--- src/rtl/glay_cu_control_pkg.sv ---
// -----------------------------------------------------------------------------
// Shared types for the GLAY control path.
//   GLAY_GLOBALS_PKG    : build-wide sizing constants (CU_COUNT_LOCAL).
//   GLAY_DESCRIPTOR_PKG : GLAYDescriptorInterface, the broadcast kernel
//                         descriptor (valid + payload).
//   GLAY_CONTROL_PKG    : control_cu_state, the per-cluster responder states.
// No ports; compile this file before any module that imports it.
// -----------------------------------------------------------------------------
package GLAY_GLOBALS_PKG;
   localparam int CU_COUNT_LOCAL = 4;
endpackage

package GLAY_DESCRIPTOR_PKG;
   localparam int GLAY_DESC_PAYLOAD_W = 32;

   typedef struct packed {
      logic                           valid;
      logic [GLAY_DESC_PAYLOAD_W-1:0] payload;
   } GLAYDescriptorInterface;
endpackage

package GLAY_CONTROL_PKG;
   typedef enum logic [2:0] {
      CU_SETUP,
      CU_IDLE,
      CU_START,
      CU_BUSY,
      CU_DONE
   } control_cu_state;
endpackage

--- src/rtl/glay_cu_control.sv ---
// -----------------------------------------------------------------------------
// glay_cu_control - CU-side end of the kernel start/done handshake.
//
// After reset it holds glay_cu_setup_out high for SETUP_CYCLES cycles, then
// waits for the broadcast descriptor. On accept it latches the payload, pulses
// pe_start_out to every PE for one cycle, gathers PE done flags in a sticky
// vector and raises glay_cu_done_out once all PEs have reported. Done is held
// until the descriptor valid drops. Dropping valid mid-run aborts silently.
//
// Ports:
//   ap_clk, areset (async, active high)
//   glay_descriptor_in   broadcast descriptor from the kernel controller
//   glay_cu_setup_out    high while the post-reset setup window runs
//   glay_cu_done_out     cluster run complete
//   pe_descriptor_out    latched descriptor fanned out to the PEs
//   pe_start_out         one-cycle start pulse per PE
//   pe_done_in           per-PE done (pulse or level)
//   cu_busy_cycles_out   cycles spent in START+BUSY for the last run
//
// Optional feature: define GLAY_CU_CONTROL_PERF_COUNTER_EN to build the
// busy-cycle counter; otherwise cu_busy_cycles_out is tied to zero.
// -----------------------------------------------------------------------------
module glay_cu_control
   import GLAY_GLOBALS_PKG::*;
   import GLAY_DESCRIPTOR_PKG::*;
   import GLAY_CONTROL_PKG::*;
#(
   parameter int NUM_GRAPH_PE = CU_COUNT_LOCAL,
   parameter int SETUP_CYCLES = 16
) (
   input  logic                    ap_clk,
   input  logic                    areset,
   input  GLAYDescriptorInterface  glay_descriptor_in,
   output logic                    glay_cu_setup_out,
   output logic                    glay_cu_done_out,
   output GLAYDescriptorInterface  pe_descriptor_out,
   output logic [NUM_GRAPH_PE-1:0] pe_start_out,
   input  logic [NUM_GRAPH_PE-1:0] pe_done_in,
   output logic [31:0]             cu_busy_cycles_out
);

   localparam int CNT_W = $clog2(SETUP_CYCLES + 1);

   control_cu_state         state;
   logic [CNT_W-1:0]        setup_cnt;
   logic [NUM_GRAPH_PE-1:0] sticky;
   logic [NUM_GRAPH_PE-1:0] done_all;

   // Include this cycle's flags so the final done is not delayed a cycle.
   assign done_all = sticky | pe_done_in;

   always_ff @(posedge ap_clk or posedge areset) begin
      if (areset) begin
         state             <= CU_SETUP;
         setup_cnt         <= CNT_W'(SETUP_CYCLES);
         sticky            <= '0;
         glay_cu_setup_out <= 1'b1;
         glay_cu_done_out  <= 1'b0;
         pe_descriptor_out <= '0;
         pe_start_out      <= '0;
      end else begin
         case (state)
            CU_SETUP: begin
               setup_cnt <= setup_cnt - 1'b1;
               // Leave as the counter reaches zero so setup drops after
               // exactly SETUP_CYCLES edges.
               if (setup_cnt == CNT_W'(1)) begin
                  state             <= CU_IDLE;
                  glay_cu_setup_out <= 1'b0;
               end
            end
            CU_IDLE: begin
               if (glay_descriptor_in.valid) begin
                  pe_descriptor_out.payload <= glay_descriptor_in.payload;
                  pe_descriptor_out.valid   <= 1'b1;
                  pe_start_out              <= '1;
                  sticky                    <= '0;
                  state                     <= CU_START;
               end
            end
            CU_START: begin
               pe_start_out <= '0;
               if (!glay_descriptor_in.valid) begin
                  pe_descriptor_out.valid <= 1'b0;
                  state                   <= CU_IDLE;
               end else begin
                  // A PE may finish during the start cycle itself.
                  sticky <= pe_done_in;
                  state  <= CU_BUSY;
               end
            end
            CU_BUSY: begin
               // Abort wins over a coincident completion.
               if (!glay_descriptor_in.valid) begin
                  pe_descriptor_out.valid <= 1'b0;
                  state                   <= CU_IDLE;
               end else begin
                  sticky <= done_all;
                  if (&done_all) begin
                     glay_cu_done_out        <= 1'b1;
                     pe_descriptor_out.valid <= 1'b0;
                     state                   <= CU_DONE;
                  end
               end
            end
            CU_DONE: begin
               if (!glay_descriptor_in.valid) begin
                  glay_cu_done_out <= 1'b0;
                  state            <= CU_IDLE;
               end
            end
            default: state <= CU_SETUP;
         endcase
      end
   end

`ifdef GLAY_CU_CONTROL_PERF_COUNTER_EN
   always_ff @(posedge ap_clk or posedge areset) begin
      if (areset) begin
         cu_busy_cycles_out <= '0;
      end else if (state == CU_IDLE && glay_descriptor_in.valid) begin
         cu_busy_cycles_out <= '0;
      end else if ((state == CU_START || state == CU_BUSY) &&
                   (cu_busy_cycles_out != 32'hFFFF_FFFF)) begin
         cu_busy_cycles_out <= cu_busy_cycles_out + 32'd1;
      end
   end
`else
   assign cu_busy_cycles_out = '0;
`endif

endmodule

--- config.mk ---
export PLATFORM = sky130hd
export DESIGN_NAME = glay_cu_control
export DESIGN_NICKNAME = d
export VERILOG_FILES = /design/src/rtl/glay_cu_control_pkg.sv /design/src/rtl/glay_cu_control.sv
export SDC_FILE = /design/constraint.sdc
export NUM_CORES = 1
export LEC_CHECK = 0
export CORE_MARGIN = 2
export CORE_UTILIZATION = 42
export DETAILED_ROUTE_END_ITERATION = 10
export PLACE_DENSITY_LB_ADDON = 0.12
export SYNTH_ARGS = -nofsm -noshare
export SYNTH_HDL_FRONTEND = slang
export SYNTH_SLANG_ARGS = --single-unit
--- constraint.sdc ---
create_clock -name ap_clk -period 1.6 [get_ports ap_clk]
set_input_delay 0.32 -clock ap_clk [delete_from_list [all_inputs] [get_ports ap_clk]]
set_output_delay 0.32 -clock ap_clk [all_outputs]
set_load 0.005 [all_outputs]
# After elaboration in Yosys (flattened, before gate mapping)
# Cells that the tools add are included.
# op_classes
addsub	1
n_eq_ne	13
muxes	21
bitwise	1
n_reduce_logical	12
# op_table
cell	count
2-to-1 mux 33 bit	1
AND reduction 4 bit	5
2-to-1 mux 4 bit	4
2-to-1 mux 3 bit	5
case mux 3 bit (5 select lines)	1
!= test 2 bit, second input constant	7
case mux 4 bit (3 select lines)	1
case mux 4 bit (2 select lines)	1
equality test 3 x 2 -> 1 bit, second input constant	2
AND reduction 2 bit	3
equality test 5 x 1 -> 1 bit, second input constant	1
2-to-1 mux 1 bit	5
subtractor 5 x 1 -> 5 bit, second input constant	1
bitwise OR 4 bit	1
nonzero test 2 bit	2
equality test 3 x 1 -> 1 bit, second input constant	1
equality test 3 bit, second input constant	1
zero test 3 bit	1
!= test 3 bit, second input constant	1
case mux 1 bit (3 select lines)	1
nonzero test 3 bit	1
2-to-1 mux 2 bit	1
case mux 1 bit (2 select lines)	1
# word_totals
ff_bits	51
input_bits	39
out_inout_bits	71

# Depth between registers and ports, before layout
# Gate-level depths: netlist (run 1).
# depth
word_depth	5
mapped_depth	5
ltp_nobuf	5

# Least setup slack after synthesis (run 1)
# Ideal clock, no wire load.
# synth_timing
kind	reg2reg
start	register state[2]
end	register pe_descriptor_out[0] in the netlist's numbering
setup_time_ns	0.125
arrival_time_ns	1.314
t_required_ns	1.475
path_slack_ns	0.161
stages_incl_launch_ff	5
cell_sequence	dfrtp_1 nor4bb_4 buf_6 buf_12 mux2_4
# synth_via
elab_chain_cells	2
# synth_rtl
element	line_no	text
from (decl)	glay_cu_control.sv:44	control_cu_state state;
from (signal assigned)	glay_cu_control.sv:54	state <= CU_SETUP;
from (signal assigned)	glay_cu_control.sv:68	state <= CU_IDLE;
from (signal assigned)	glay_cu_control.sv:78	state <= CU_START;
equality test 3 x 1 -> 1 bit	glay_cu_control.sv:62	case (state)
AND reduction 2 bit (no source line)	--	
to (decl)	glay_cu_control.sv:36	output GLAYDescriptorInterface pe_descriptor_out,
# No other way between the ends.
# A chain may end at the register's enable or synchronous reset.

==> results_dict.tcl, run 1 <==
set metrics [dict create \
    min_path_type "in -> async" \
    crit_path_end_kind "output pin" \
    slew_headroom_pct 61.3 \
    grt_setup_unrepaired "false" \
    core-area_um2 5510 \
    port-buffer-count 77 \
    finalMaxSlewViolations 0 \
    p_per_area_nw_per_um2 1750 \
    fin_crit_ps 1530 \
    asyncSetResetFlopFracSynth_pct 100 \
    wl_met2_um 2060 \
    grt_pass1_vias 1455 \
    wl_met1_um 2170 \
    final.period_utilization_pct 95.8 \
    crit_chain "clkdlybuf4s50_1" \
    cts_hold_buf 0 \
    combPwrFrac_pct 47.5 \
    placed_cell_area_um2 3140 \
    critical_path.max_stage_delay_ps 520 \
    synth_top_family_by_area "multiplexers" \
    num_rows 27 \
    finalPower_w 0.00576 \
    setup_violations 0 \
    wire_per_inst_um 13.8 \
    antenna_cells 0 \
    dr_total_vias 1520 \
    root_buffer "clkbuf_8" \
    ys.flop_type "dfrtp_1" \
    drt_pre_antenna_iters 4 \
    hpwl_um 3370 \
    top_layer "met4" \
    p_leak_nw 1.48 \
    status "complete, no violations" \
    syn_inst 177 \
    crit_fanout 4 \
    drt_iter0_drc 39 \
    syn_avg_cell_area_um2 13.6 \
    crit_buf_inv 1 \
    peakVddDrop_v 0.000749 \
    cts_max_path_buffers 2 \
    swShare_pct 27.9 \
    cts_tree "done" \
    grt_overflow_total 0 \
    drc 0 \
    htreeDepth 2 \
    met3_length_um 374 \
    cap_violations 0 \
    die-area_um2 6350 \
    synthAdderAreaFrac_pct 1.04 \
    power.internal_w 0.00415 \
    grt_pass1_wl_um 7370 \
    clk_latency_ps 300 \
    antenna_found_initial 0 \
    muxShareOfSynthArea_pct 19.5 \
    p_seq_share_pct 37.7 \
    critPathKind "reg -> out" \
    track_usage_pct 14.8 \
    whs_ps 291 \
    final_nets 306 \
    ys_ff_latch 48 \
    cts_sinks 48 \
    yosysTopAreaCell "dfrtp_1" \
    synth_compound_area_share_pct 7.75 \
    grt_max_degree 29 \
    cp.arrival_ps 1210 \
    ys_types 36 \
    drt-total-wl_um 4660 \
    area_growth_pct 36.7 \
    fp.dieH_um 79.7 \
    postLayoutCellArea_um2 3290 \
    synth_top_area_share_pct 47.8 \
    hold_viol 0 \
    synth_simple_gate_area_share_pct 4.47 \
    cp.required_ps 1280 \
    pin_count 110 \
    synth_area_um2 2410 \
    crit_family "buffers and inverters" \
    startpoint_type "register" \
    gp_congestion 0.757 \
    ys_seq_area_share_pct 50.0 \
    slowest_stage "clkdlybuf4s50_1" \
    layout-drive-gt1-share_pct 22.6 \
    clk_pin_slew_worst_paths_ps 90 \
    cts-buffers-inserted 5 \
    finClkSkew_ps 7.92 \
    yosysWarnings 0 \
    start_util_pct 43.7 \
    die_x_um 79.7 \
    synthTopCellsByArea "dfrtp_1 48%, mux2_4 18%, buf_4 11%" \
    fmax_mhz 652 \
    switchingPower_w 0.00160 \
    power_frac_clock_pct 14.8 \
    synth_edf_count 0 \
    worstMarginPinSlew_ps 575 \
    ant_nets 0 \
    viasPerCell 4.50 \
    synthXorXnorAreaFrac_pct 1.46 \
]
[cell families after synthesis]
logic type / Yosys count
buffers and inverters: 49
flip-flops: 48
multiplexers: 32
AO/OA/AOI/OAI: 25
AND/OR/NAND/NOR: 16
XOR/XNOR: 4
adder cells (fa/ha/maj): 2
other: 1
[cell type report]
| type | instances | area [µm²] |
|---|---|---|
| clock buffers | 6 | 72.6 |
| clock inverters | 2 | 35.0 |
| fillers | 450 | 2220 |
| inverters | 7 | 26.3 |
| multi-input cells | 111 | 943 |
| flip-flops and latches | 48 | 1200 |
| well taps | 72 | 90.1 |
| repair buffers | 92 | 917 |
[flip-flops by register name (all words and copies together), names as in the netlist]
signal	flops
pe_descriptor_out	33
setup_cnt	5
sticky	4
state	3
glay_cu_done_out	1
glay_cu_setup_out	1
pe_start_out	1
[worst register-to-register path: cells and delay by family, from the launching register on]
kind	cells	cell delay, ps
flip-flops	1	420
buffers and inverters	2	390
multiplexers	1	330
AND/OR/NAND/NOR	1	270
[final timing paths]
check,endpoint,from,cells after the start,slack (ps)
max in group asynchronous,pe_descriptor_out[17]$_DFFE_PP0P_,areset,3,790
setup / recovery,pe_start_out[1],pe_start_out[2]$_DFFE_PP0P_,1,70
hold reg to reg,glay_cu_setup_out$_DFFE_PP1P_,glay_cu_setup_out$_DFFE_PP1P_,1,490
setup reg to reg,pe_descriptor_out[12]$_DFFE_PP0P_,state[2]$_DFFE_PP0P_,4,80
min in group ap_clk,glay_cu_setup_out$_DFFE_PP1P_,glay_cu_setup_out$_DFFE_PP1P_,1,490
hold / removal,pe_start_out[2]$_DFFE_PP0P_,areset,2,290
[power by group through the flow]
stage | clock network [W] | registers [W] | logic [W]
floorplan | 0 | 0.00221 | 0.00149
global placement | 0 | 0.00219 | 0.00265
detailed placement | 0 | 0.00220 | 0.00269
CTS | 0.000890 | 0.00218 | 0.00273
global route | 0.000949 | 0.00226 | 0.00296
finish | 0.000854 | 0.00217 | 0.00273
[cells in the final DEF (no fill, tap or decap), types with 2 or more instances in the layout]
cell type,instances
a21boi_0,2
a21oi_1,3
a22oi_1,4
buf_4,12
clkbuf_8,5
clkdlybuf4s50_1,74
conb_1,32
dfrtp_1,46
dfstp_2,2
dlygate4sd2_1,2
ha_1,2
inv_1,6
mux2_2,3
mux2_4,29
nand2_1,3
nor2_1,4
o211ai_1,2
o21ai_0,3
o22ai_1,2
o2bb2ai_1,4
xnor2_1,4
[repair_timing]
action / in CTS / in global routing
gates cloned: 0 / 1
resized for setup: 2 / 2
endpoints found under the setup margin: 19 / 6
setup buffers: 1 / 2
pin swaps: 0 / 1
[Yosys cell counts (2+ instances only)]
cell type	count
ha_1	2
buf_4	35
inv_1	7
a22oi_1	4
o21ai_0	3
a21oi_1	3
mux2_4	29
nand2_1	3
dfrtp_1	46
buf_12	3
o2bb2ai_1	4
dfstp_2	2
nor2_1	4
o211ai_1	2
o22ai_1	2
mux2_2	3
buf_2	2
a21boi_0	2
xnor2_1	4
[metrics by stage]
| stage | setup WS, ps | setup TNS (ps) | util, % | cells |
|---|---|---|---|---|
| 3_5_place_dp | -362 | -11360 | 57.1 | 326 |
| 4_1_cts | 6.95 | 0 | 59.1 | 335 |
| 2_1_floorplan | 139 | 0 | - | 208 |
| 3_3_place_gp | -345 | -10810 | 57.1 | 326 |
| 6_report | 66.5 | 0 | 59.7 | 338 |
| 5_1_grt | 7.48 | 0 | 59.7 | 338 |
[routing by layer]
| metal | GRT usage [%] | up-vias |
|---|---|---|
| met2 | 22.4 | 65 |
| met1 | 20.9 | 729 |
| met3 | 4.52 | 6 |
| met5 | 0 | - |
| met4 | 3.62 | 0 |
| li1 | - | 720 |
(Power assumes the default switching activity.)
==> inputs of run 2 (changes only) <==
--- a/config.mk
+++ b/config.mk
@@ -12,3 +12,4 @@
 export SYNTH_ARGS = -nofsm -noshare
 export SYNTH_HDL_FRONTEND = slang
 export SYNTH_SLANG_ARGS = --single-unit
+export TNS_END_PERCENT = 50
==> results_dict.tcl, run 2 (synthesis gave the netlist of run 1 again) <==
set metrics [dict create \
    critPathKind "reg -> out" \
    core-area_um2 5510 \
    crit_family "buffers and inverters" \
    swShare_pct 27.9 \
    final.period_utilization_pct 95.8 \
    largest_register_ffs 33 \
    root_buffer "clkbuf_8" \
    whs_ps 291 \
    power_frac_clock_pct 14.8 \
    clk_latency_ps 300 \
    p_per_area_nw_per_um2 1750 \
    crit_path_end_kind "output pin" \
    crit_chain "clkdlybuf4s50_1" \
    wl_met2_um 2060 \
    grt_overflow_total 0 \
    pre_cts_slack_ps -362 \
    hold_viol 0 \
    combPwrFrac_pct 47.5 \
    startpoint_type "register" \
    final_util_pct 59.7 \
    final_nets 306 \
    port-buffer-count 77 \
    crit_fanout 4 \
    die_x_um 79.7 \
    p_seq_share_pct 37.7 \
    finClkSkew_ps 7.92 \
    cts_sinks 48 \
    fmax_mhz 652 \
    setup_ws_ps 66.5 \
    antenna_found_initial 0 \
    p_leak_nw 1.48 \
    ant_nets 0 \
    cp_num_cells 1 \
    peakVddDrop_v 0.000749 \
    setup_violations 0 \
    track_usage_pct 14.8 \
    reg2reg_depth 4 \
    fin_crit_ps 1530 \
    final_common_cell "clkdlybuf4s50_1" \
    reg_top3 "pe_descriptor_out x33, setup_cnt x5, sticky x4" \
    cp.arrival_ps 1210 \
    num_rows 27 \
    layout-drive-gt1-share_pct 22.6 \
    slowest_stage "clkdlybuf4s50_1" \
    drt-total-wl_um 4660 \
    worstMarginPinSlew_ps 575 \
    viasPerCell 4.50 \
    r2r_end "pe_descriptor_out[12]$_DFFE_PP0P_" \
    cts_tree "done" \
    met3_length_um 374 \
    crit_buf_inv 1 \
    final_cell_mix "74 x clkdlybuf4s50_1, 46 x dfrtp_1, 32 x conb_1" \
    antenna_cells 0 \
    grt_pass1_wl_um 7370 \
    top_layer "met4" \
    grt_max_degree 29 \
    power.internal_w 0.00415 \
    cts-buffers-inserted 5 \
    drt_pre_antenna_iters 4 \
    regMostFlops "pe_descriptor_out" \
    fp.dieH_um 79.7 \
    status "complete, no violations" \
    min_path_type "in -> async" \
    rrSetupSlack_ps 80 \
    critical_path.max_stage_delay_ps 520 \
    cap_violations 0 \
    hpwl_um 3370 \
    grt_setup_unrepaired "false" \
    placedCellCount 326 \
    gp_congestion 0.757 \
    start_util_pct 43.7 \
    pin_count 110 \
    cts_max_path_buffers 2 \
    die-area_um2 6350 \
    dr_total_vias 1520 \
    switchingPower_w 0.00160 \
    final_cell_count_no_fill 338 \
    area_growth_pct 36.7 \
    wl_met1_um 2170 \
    slew_headroom_pct 61.3 \
    clk_pin_slew_worst_paths_ps 90 \
    finalPower_w 0.00576 \
    htreeDepth 2 \
    finalMaxSlewViolations 0 \
    drc 0 \
    grt_pass1_vias 1455 \
    drt_iter0_drc 39 \
    cp.required_ps 1280 \
    cts_hold_buf 0 \
    reg2reg_from "state[2]$_DFFE_PP0P_" \
    wire_per_inst_um 13.8 \
]
## run 2: worst max-delay path by stage
stage	startpoint	to	slack [ps]
2_1_floorplan	areset	glay_cu_done_out$_DFFE_PP0P_	140
3_3_place_gp	glay_descriptor_in[32]	pe_descriptor_out[16]$_DFFE_PP0P_	-340
3_5_place_dp	glay_descriptor_in[32]	pe_descriptor_out[15]$_DFFE_PP0P_	-360
4_1_cts	pe_start_out[2]$_DFFE_PP0P_	pe_start_out[2]	7
5_1_grt	pe_start_out[2]$_DFFE_PP0P_	pe_start_out[1]	7
6_report	pe_start_out[2]$_DFFE_PP0P_	pe_start_out[1]	70
## run 2: layout make-up
class / instances / area [µm²]
Clock buffer: 6 / 72.6
Sequential cell: 48 / 1200
Fill cell: 450 / 2220
Tap cell: 72 / 90.1
Timing Repair Buffer: 92 / 917
Inverter: 7 / 26.3
Multi-Input combinational cell: 111 / 943
Clock inverter: 2 / 35.0
## run 2: power groups by stage
| stage | Sequential, W | Combinational [W] | Clock (W) |
|---|---|---|---|
| finish | 0.00217 | 0.00273 | 0.000854 |
| global route | 0.00226 | 0.00296 | 0.000949 |
| CTS | 0.00218 | 0.00273 | 0.000890 |
| detailed placement | 0.00220 | 0.00269 | 0 |
| global placement | 0.00219 | 0.00265 | 0 |
| floorplan | 0.00221 | 0.00149 | 0 |
## run 2: metal layers
layer,vias to the layer above,GRT usage [%]
met5,-,0
met4,0,3.62
met3,6,4.52
met2,65,22.4
met1,729,20.9
li1,720,-
## run 2: through the flow
stage / setup TNS [ps] / instance area [µm²]
2_1_floorplan: 0 / 2520
4_1_cts: 0 / 3250
3_5_place_dp: -11360 / 3140
3_3_place_gp: -10810 / 3140
5_1_grt: 0 / 3290
6_report: 0 / 3290
## run 2: repair_timing
| action | CTS | global route |
|---|---|---|
| gates resized for setup | 2 | 2 |
| pin swaps | 0 | 1 |
| endpoints found under the setup margin | 19 | 6 |
| buffers inserted | 1 | 2 |
| cloned | 0 | 1 |
==> inputs of run 3 (changes only) <==
--- a/config.mk
+++ b/config.mk
@@ -7,9 +7,9 @@
 export LEC_CHECK = 0
 export CORE_MARGIN = 2
 export CORE_UTILIZATION = 42
+export CTS_CLUSTER_DIAMETER = 30
 export DETAILED_ROUTE_END_ITERATION = 10
 export PLACE_DENSITY_LB_ADDON = 0.12
 export SYNTH_ARGS = -nofsm -noshare
 export SYNTH_HDL_FRONTEND = slang
 export SYNTH_SLANG_ARGS = --single-unit
-export TNS_END_PERCENT = 50
==> results of run 3 <==
Same layout as run 1: the final DEF is identical, and so are final timing and power.
